File: src/rtl/arima_seq_ctrl.sv
// Sequencer for the ARIMA datapath: order-checked initialisation, then a bounded
// or free-running 4-cycle forecast loop with abort, stall and memory addressing.
module arima_seq_ctrl #(
    parameter int unsigned N         = 32,
    parameter int unsigned MAX_ORDER = 16,
    parameter int unsigned WR_OFFSET = 1000
) (
    input  logic         clk,
    input  logic         reset,
    input  logic         start,
    input  logic [N-1:0] p_order,
    input  logic [N-1:0] d_order,
    input  logic [N-1:0] q_order,
    input  logic [N-1:0] num_steps,
    input  logic         abort,
    input  logic         stall,
    output logic [1:0]   c_diff,
    output logic [1:0]   c_ar,
    output logic [1:0]   c_ma,
    output logic [1:0]   c_inte,
    output logic         sel_inte_in,
    output logic         init_mode,
    output logic         ready,
    output logic         rden,
    output logic         wren,
    output logic [N-1:0] address_r,
    output logic [N-1:0] address_w,
    output logic [N-1:0] current_time_step,
    output logic         busy,
    output logic         done,
    output logic         cfg_err
);

    typedef enum logic [3:0] {
        S_IDLE, S_CHECK, S_INIT_DIFF, S_INIT_INTE, S_INIT_ARMA, S_FLUSH,
        S_READY, S_WORK_DIFF, S_WORK_ARMA, S_WORK_INTE, S_DONE
    } state_t;

    state_t       state_q, state_d;
    logic [N-1:0] ord_q [3];
    logic [N-1:0] ord_d [3];
    logic [N-1:0] steps_q, steps_d;
    logic [N-1:0] addr_q, addr_d;
    logic [N-1:0] step_cnt_q, step_cnt_d;
    logic [N-1:0] phase_q, phase_d;
    logic         cfg_err_q, cfg_err_d;

    logic [2:0]   order_bad;
    logic [N-1:0] diff_len, pq_max, arma_len, step_next;
    logic         in_loop, loop_stall;

    // ord_q[0]=p, ord_q[1]=d, ord_q[2]=q
    genvar gi;
    generate
        for (gi = 0; gi < 3; gi++) begin : g_range
            assign order_bad[gi] = (ord_q[gi] > N'(MAX_ORDER));
        end
    endgenerate

    assign diff_len   = (ord_q[1] == '0) ? N'(1) : ord_q[1];
    assign pq_max     = (ord_q[0] > ord_q[2]) ? ord_q[0] : ord_q[2];
    assign arma_len   = (pq_max == '0) ? N'(1) : pq_max;
    assign step_next  = step_cnt_q + N'(1);
    assign in_loop    = state_q inside {S_READY, S_WORK_DIFF, S_WORK_ARMA, S_WORK_INTE};
    assign loop_stall = stall && in_loop;

    always_ff @(posedge clk) begin
        if (reset) begin
            state_q    <= S_IDLE;
            ord_q      <= '{default: '0};
            steps_q    <= '0;
            addr_q     <= '0;
            step_cnt_q <= '0;
            phase_q    <= '0;
            cfg_err_q  <= 1'b0;
        end else begin
            state_q    <= state_d;
            ord_q      <= ord_d;
            steps_q    <= steps_d;
            addr_q     <= addr_d;
            step_cnt_q <= step_cnt_d;
            phase_q    <= phase_d;
            cfg_err_q  <= cfg_err_d;
        end
    end

    always_comb begin
        state_d    = state_q;
        ord_d      = ord_q;
        steps_d    = steps_q;
        addr_d     = addr_q;
        step_cnt_d = step_cnt_q;
        phase_d    = phase_q;
        cfg_err_d  = cfg_err_q;

        if ((state_q inside {S_INIT_DIFF, S_INIT_INTE, S_INIT_ARMA}) ||
            (state_q == S_READY && !stall))
            addr_d = addr_q + N'(1);

        case (state_q)
            S_IDLE: begin
                if (start) begin
                    state_d    = S_CHECK;
                    ord_d[0]   = p_order;
                    ord_d[1]   = d_order;
                    ord_d[2]   = q_order;
                    steps_d    = num_steps;
                    addr_d     = '0;
                    step_cnt_d = '0;
                    cfg_err_d  = 1'b0;
                end
            end
            S_CHECK: begin
                if (|order_bad) begin
                    state_d   = S_DONE;
                    cfg_err_d = 1'b1;
                end else begin
                    state_d = S_INIT_DIFF;
                end
            end
            S_INIT_DIFF: begin
                if (phase_q == diff_len - N'(1)) begin
                    state_d = S_INIT_INTE;
                    phase_d = '0;
                end else begin
                    phase_d = phase_q + N'(1);
                end
            end
            S_INIT_INTE: state_d = S_INIT_ARMA;
            S_INIT_ARMA: begin
                if (phase_q == arma_len - N'(1)) begin
                    state_d = S_FLUSH;
                    phase_d = '0;
                end else begin
                    phase_d = phase_q + N'(1);
                end
            end
            S_FLUSH: begin
                if (phase_q == N'(1)) begin
                    state_d = S_READY;
                    phase_d = '0;
                end else begin
                    phase_d = phase_q + N'(1);
                end
            end
            S_READY:     if (!stall) state_d = S_WORK_DIFF;
            S_WORK_DIFF: if (!stall) state_d = S_WORK_ARMA;
            S_WORK_ARMA: if (!stall) state_d = S_WORK_INTE;
            S_WORK_INTE: begin
                if (!stall) begin
                    step_cnt_d = step_next;
                    // num_steps of zero never matches: free-running until abort
                    if (steps_q != '0 && step_next == steps_q)
                        state_d = S_DONE;
                    else
                        state_d = S_READY;
                end
            end
            S_DONE:  state_d = S_IDLE;
            default: state_d = S_IDLE;
        endcase

        if (abort && state_q != S_IDLE && state_q != S_DONE) begin
            state_d    = S_DONE;
            step_cnt_d = step_cnt_q;
            phase_d    = '0;
        end
    end

    always_comb begin
        {c_diff, c_ar, c_ma, c_inte} = 8'hFF;
        rden        = 1'b0;
        wren        = 1'b0;
        ready       = 1'b0;
        sel_inte_in = 1'b1;
        init_mode   = 1'b1;
        if (state_q == S_FLUSH || in_loop)
            {c_diff, c_ar, c_ma, c_inte} = 8'h55;

        case (state_q)
            S_INIT_DIFF: begin
                c_diff = 2'b00;
                rden   = 1'b1;
            end
            S_INIT_INTE: begin
                c_diff = 2'b00;
                c_inte = 2'b10;
                rden   = 1'b1;
            end
            S_INIT_ARMA: begin
                c_diff = 2'b00;
                c_ar   = 2'b00;
                c_ma   = (ord_q[2] != '0) ? 2'b00 : 2'b11;
                c_inte = 2'b00;
                rden   = 1'b1;
                wren   = 1'b1;
            end
            S_FLUSH: begin
                ready  = 1'b1;
                wren   = 1'b1;
                c_inte = 2'b00;
                if (phase_q == '0) begin
                    c_ar = 2'b00;
                    c_ma = 2'b00;
                    rden = 1'b1;
                end else begin
                    sel_inte_in = 1'b0;
                    init_mode   = 1'b0;
                end
            end
            S_READY: begin
                ready       = 1'b1;
                sel_inte_in = 1'b0;
                init_mode   = 1'b0;
            end
            S_WORK_DIFF: begin
                c_diff      = 2'b00;
                rden        = 1'b1;
                sel_inte_in = 1'b0;
                init_mode   = 1'b0;
            end
            S_WORK_ARMA: begin
                c_ar        = 2'b00;
                c_ma        = 2'b00;
                wren        = 1'b1;
                sel_inte_in = 1'b0;
                init_mode   = 1'b0;
            end
            S_WORK_INTE: begin
                c_inte      = 2'b00;
                sel_inte_in = 1'b0;
                init_mode   = 1'b0;
            end
            default: ;
        endcase

        if (loop_stall) begin
            rden = 1'b0;
            wren = 1'b0;
        end
    end

    assign address_r         = addr_q;
    assign address_w         = addr_q + N'(WR_OFFSET);
    assign current_time_step = addr_q - N'(2);
    assign busy              = (state_q != S_IDLE);
    assign done              = (state_q == S_DONE);
    assign cfg_err           = cfg_err_q;

endmodule

File: config.mk
export PLATFORM = sky130hd
export DESIGN_NAME = arima_seq_ctrl
export DESIGN_NICKNAME = d
export VERILOG_FILES = /design/src/rtl/arima_seq_ctrl.sv
export SDC_FILE = /design/constraint.sdc
export NUM_CORES = 1
export LEC_CHECK = 0
export BUFFER_PORTS_ARGS = -buffer_cell sky130_fd_sc_hd__buf_2
export CORE_MARGIN = 1
export CORE_UTILIZATION = 55
export DETAILED_ROUTE_END_ITERATION = 16
export HOLD_SLACK_MARGIN = 0.05
export PLACE_DENSITY = 0.77
export SLEW_MARGIN = 0
export SYNTH_ARGS = -nofsm -noshare
export SYNTH_HDL_FRONTEND = slang
export SYNTH_SLANG_ARGS = --single-unit
File: constraint.sdc
create_clock -name clk -period 12.25 [get_ports clk]
set_clock_uncertainty 0.05 [all_clocks]
set_input_delay 1.225 -clock clk [delete_from_list [all_inputs] [get_ports clk]]
set_output_delay 1.225 -clock clk [all_outputs]
set_load 0.005 [all_outputs]
=== Yosys cells after proc, flatten, opt, wreduce, memory -nomap -nowiden ===
Cells that the tools add are included.
Widths: inputs -> output; s select.

* Register bits after elaboration: 229
* Bits in latches: 0
* RAM bits: 0
* ROM bits: 0
* Bits of input ports: 133
* Output and inout bits: 112
* Word-level logic and storage cells: 129
* Memories kept: 0

* $add $sub $neg: 7
* Multiply operators: 0
* Div/mod/pow operators: 0
* Order comparisons: 4
* Equality and inequality tests: 32
* Shifts and indexed selects: 0
* Mux-type cells: 42
* Bitwise operators: 1
* Reductions and logical operators: 33

{| class="wikitable"
|+ Operator list
! kind !! count
|-
| $mux 32 || 11
|-
| $add 32x1->32 const B || 3
|-
| $eq 32x32->1 || 3
|-
| $gt 32x5->1 const B || 3
|-
| $logic_not 32->1 || 3
|-
| $pmux 32 s3 || 1
|-
| $pmux 32 s2 || 1
|-
| $reduce_bool 32->1 || 2
|-
| $sub 32x1->32 const B || 2
|-
| $mux 4 || 11
|-
| $pmux 4 s10 || 1
|-
| $add 32x10->32 const B || 1
|-
| $eq 32x1->1 const B || 1
|-
| $gt 32x32->1 || 1
|-
| $sub 32x2->32 const B || 1
|-
| $eq 4x3->1 const B || 4
|-
| $reduce_and 8->1 || 2
|-
| $ne 2x2->1 const B || 7
|-
| $eq 4x4->1 const B || 3
|-
| $ne 3x2->1 const B || 4
|-
| $reduce_or 3->1 || 3
|-
| $eq 4x2->1 const B || 2
|-
| $mux 2 || 4
|-
| $pmux 2 s2 || 2
|-
| other kinds (21) || 43
|}

=== Depth between registers and ports, before layout ===
* Depth in word-level cells: 9
* Mapped depth: 26
* Depth with buffers taken out: 22

=== Least setup slack after synthesis ===
Ideal clock, no wire load.

* Kind: register to register
* Start point: register ord_q[9] (netlist name)
* End point: register phase_q[10]
* Setup time: 0.114 ns
* Arrival time: 6.369 ns
* Required time: 12.086 ns
* Path slack: 5.717 ns
* Cell stages (with the launch flop): 24
* Path buffers: 4
* Clock period less this slack: 6.533 ns
* Cells stage by stage: dfxtp_1 clkbuf_1 inv_1 ha_1 nand4_1 a2111oi_0 o41ai_2 a21oi_2 buf_2 buf_2 mux2i_1 ha_1 nor3b_2 nand4b_1 or4_1 xor2_1 mux2i_1 xnor2_1 or4_1 or4_4 o211ai_4 buf_4 o22ai_1 a21o_1

* Longest elaborated chain between the ends: 8

{| class="wikitable"
|+ Ends and longest elaborated chain
! element !! RTL line !! RTL
|-
| start: declaration || 40 || <nowiki>logic [N-1:0] ord_q [3];</nowiki>
|-
| start signal: assignment || 78 || <nowiki>ord_q <= ord_d;</nowiki>
|-
| $gt 32x32->1 || 61 || <nowiki>assign pq_max = (ord_q[0] > ord_q[2]) ? ord_q[0] : ord_q[2];</nowiki>
|-
| $mux 32 (*) || 61 ||
|-
| $logic_not 32->1 || 62 || <nowiki>assign arma_len = (pq_max == '0) ? N'(1) : pq_max;</nowiki>
|-
| $mux 32 (*) || 62 ||
|-
| $sub 32x1->32 (*) || 131 || <nowiki>if (phase_q == arma_len - N'(1)) begin</nowiki>
|-
| $eq 32x32->1 (*) || 131 ||
|-
| $mux 32 (*) || 131 ||
|-
| $pmux 32 s3 (*) || 100 || <nowiki>case (state_q)</nowiki>
|-
| end signal: assignment || 82 || <nowiki>phase_q <= phase_d;</nowiki>
|-
| end: declaration || 45 || <nowiki>logic [N-1:0] phase_q, phase_d;</nowiki>
|}

Every way passes the cells marked *; elsewhere a longest branch is shown, timed or not.
A chain may end at the register's enable or synchronous reset.

=== Final worst setup path ===
* Start point: register ord_q[9] (netlist name)
* End point: register phase_q[28]

Same word-level chain as after synthesis.

==> results_dict.tcl <==
set metrics [dict create \
    synthXorXnorAreaFrac_pct 12.7 \
    cp_slowest_cell "nor4_1" \
    synthFlopType "dfxtp_1" \
    first_global_vias 15657 \
    start_util_pct 56.2 \
    finalWirelength_mm 51.5 \
    grt_use_total_pct 31.9 \
    cts.clk_slew.worst_paths_ns 0.06 \
    finish.cell_count_without_fillers 2830 \
    worst_r2r_path_depth 19 \
    powerDensity_mw_per_mm2 217 \
    die_h_um 176 \
    post-route-period-util_pct 69.4 \
    min_path_cells 2 \
    synth_compound_gate_area_share_pct 19.2 \
    cts_sinks 229 \
    floorplan.rows 63 \
    num_antenna_cells 0 \
    final_hold_viol_count 0 \
    grt_pass1_wl_mm 81.3 \
    dr.first_iter.drc_count 1565 \
    yosys_warnings 0 \
    finish.utilization_pct 63.0 \
    final_antenna_net_count 0 \
    viasPerCell 6.13 \
    cts_resized 0 \
    gp_congestion 0.970 \
    critical_path_start_end_classification "reg2reg" \
    ys_seq_area_share_pct 27.4 \
    synth-edff-count 0 \
    period_needed_ns 8.50 \
    post-dp-hpwl_mm 38.5 \
    most_common_cell_after_layout_fill_and_taps_aside "nand2_1" \
    worst_ep_required_time_ns 12.64 \
    synth_simple_gate_area_share_pct 30.5 \
    synth.net_count 2488 \
    grt_overflow 0 \
    top_library_cells_by_usage_in_the_layout_fill_and_taps_aside "nand2_1 (384), buf_2 (243), dfxtp_1 (229), a21oi_1 (209), nor2_1 (186)" \
    timing_max_transition_violations_final 0 \
    clock_tree.root_cell "clkbuf_16" \
    initial_antenna_violation_count 0 \
    syn_avg_cell_area_um2 7.24 \
    hold_class "reg2reg" \
    synth-adder-area-share_pct 3.22 \
    tritoncts_clock_tree "built" \
    critical_path_arrival_ns 8.88 \
    cts-buffers-inserted 27 \
    crit_buf_inv 1 \
    dr_total_vias 17350 \
    buffer_ports.inserted 244 \
    fmax_mhz 118 \
    die_area_mm2 0.0311 \
    synth_top_family_by_area "simple AND/OR/NAND/NOR gates" \
    deepest_clock_path_buffer_count 3 \
    critical_path.top_delay_family "simple AND/OR/NAND/NOR gates" \
    final-setup-viol-count 0 \
    post_cts_buffers 0 \
    syn-instance-count 2312 \
    async_reset_ff_share_pct 0 \
    path_cells "inv_1 -> ha_1 -> nand4_1 -> nor4_1 -> and2_0 -> a21oi_2 -> o31ai_1 -> ha_1 -> nor3b_2 -> nand4b_1 -> or4_1 -> xor2_1 -> mux2i_1 -> xnor2_1 -> or4_1 -> or4_4 -> o211ai_4 -> o22ai_1 -> a21o_1" \
    critPathMaxFanout 45 \
    num-nets-final 2600 \
    core_mm2 0.0298 \
    critPathLaunchType "flop" \
    max_incr_delay_on_cp_ns 0.91 \
    worst_slack_ns 3.75 \
    area_growth_syn_to_layout_pct 12.2 \
    largest_net_degree_at_the_start_of_global_routing 102 \
    drc 0 \
    unrepaired_setup_endpoints_after_global_routing "false" \
    worst_pin_slew_ns 1.26 \
    vdd_drop_max_mv 0.143 \
    die_x_um 176 \
    run_status "finished, final reports clean" \
    hold-worst-slack_ns 0.421 \
    synth_seq_cells 229 \
    post-place-cells 2785 \
    worst_skew_pair.late_latency_ns 0.55 \
    maxCapViolCount 0 \
    final_design_area_no_fill_mm2 0.0188 \
    boundaryPins 245 \
    critical_path.endpoint_type "flop" \
    cellLeakagePower_nw 7.64 \
    post-place-ws_ns 4.01 \
    drt-pass1-iter-count 7 \
    ctsHtreeMaxLevel 1 \
    setup_total_negative_slack_ns 0 \
    drive_gt1_share_pct 14.1 \
    post_cts_hold_buffer_count 0 \
    synthesis.area_mm2 0.0167 \
    totalPowerFinal_mw 4.07 \
    proportion_of_synthesized_area_in_mux_cells_pct 1.44 \
    maxSlewHeadroom_pct 16.0 \
    dpl-instance-area_mm2 0.0179 \
    route.detailed.wl_per_inst_um 18.2 \
    netlist-cell-type-count 85 \
    worstSetupPathDepth 19 \
]
synthesized netlist by cell type, types with 6 or more instances:
master / count / area, um^2
buf_2: 8 / 40.0
o31ai_1: 8 / 60.1
o21ai_0: 82 / 410
a2111oi_0: 10 / 87.6
a31oi_1: 19 / 119
and3_1: 38 / 238
nand2_1: 385 / 1450
or2_2: 14 / 87.6
nor4_1: 57 / 357
and4_1: 10 / 87.6
a21oi_1: 209 / 1050
nor2b_1: 13 / 81.3
nand3b_1: 6 / 45.0
inv_1: 60 / 225
mux2i_1: 23 / 230
nor2_1: 186 / 698
dfxtp_1: 229 / 4580
clkbuf_1: 152 / 571
a221oi_1: 11 / 96.3
a21o_1: 16 / 120
nand4_1: 48 / 300
a22oi_1: 15 / 113
nand3_1: 60 / 300
o211ai_1: 9 / 67.6
or4_1: 34 / 255
a211o_1: 10 / 87.6
xor2_1: 114 / 998
buf_1: 9 / 33.8
o22ai_1: 22 / 138
buf_4: 6 / 45.0
nand2b_1: 23 / 144
nor3b_1: 12 / 90.1
or3_1: 34 / 213
nor3_1: 59 / 295
o21a_1: 8 / 60.1
xnor2_1: 123 / 1080
and2_1: 12 / 75.1
a211oi_1: 41 / 308
ha_1: 43 / 538
layout make-up:
cell class                      instances  area [um^2]
Clock buffer                           31          711
Clock inverter                         14          189
Fill cell                            2746        11000
Inverter                               61          229
Multi-Input combinational cell       1846        11200
Sequential cell                       229         4580
Tap cell                              390          488
Timing Repair Buffer                  259         1340
kinds of logic (layout without fill, tap and decap cells):
kind of cell,Yosys count,after routing
AND/OR/NAND/NOR,1026,1026
AO/OA/AOI/OAI,514,514
XOR/XNOR,239,239
buffers and inverters,237,365
flip-flops,229,229
adder cells (fa/ha/maj),43,43
multiplexers,24,24
state kept, by name, indices dropped and copies added (netlist names):
register / count
steps_q: 32
cfg_err: 1
phase_q: 32
step_cnt_q: 32
address_r: 32
ord_q: 96
state_q: 4
power by group:
part | switching [mW] | internal [mW] | leakage, nW
Sequential | 0.166 | 0.835 | 1.86
Combinational | 1.40 | 0.844 | 5.34
Clock | 0.331 | 0.498 | 0.441
worst paths after layout:
path,start,endpoint,slack [ns]
setup / recovery,ord_q[9],phase_q[28],3.75
hold / removal,cfg_err,cfg_err,0.42
setup reg to reg,ord_q[9],phase_q[28],3.75
hold reg to reg,cfg_err,cfg_err,0.42
worst reg2reg max path, cell delays in order, from the launching register on:
cell	delay, ns
dfxtp_1	0.57
inv_1	0.12
ha_1	0.32
nand4_1	0.17
nor4_1	0.91
and2_0	0.78
a21oi_2	0.28
o31ai_1	0.33
ha_1	0.23
nor3b_2	0.53
nand4b_1	0.49
or4_1	0.56
xor2_1	0.16
mux2i_1	0.33
xnor2_1	0.13
or4_1	0.52
or4_4	0.57
o211ai_4	0.90
o22ai_1	0.23
a21o_1	0.23
layer usage:
| layer | global-route usage [%] | routed length, um |
|---|---|---|
| met4 | 7.97 | 1240 |
| met2 | 50.8 | 22700 |
| met5 | 0 | 0 |
| met1 | 45.0 | 23300 |
| met3 | 4.61 | 4270 |
(Power assumes the default switching activity.)
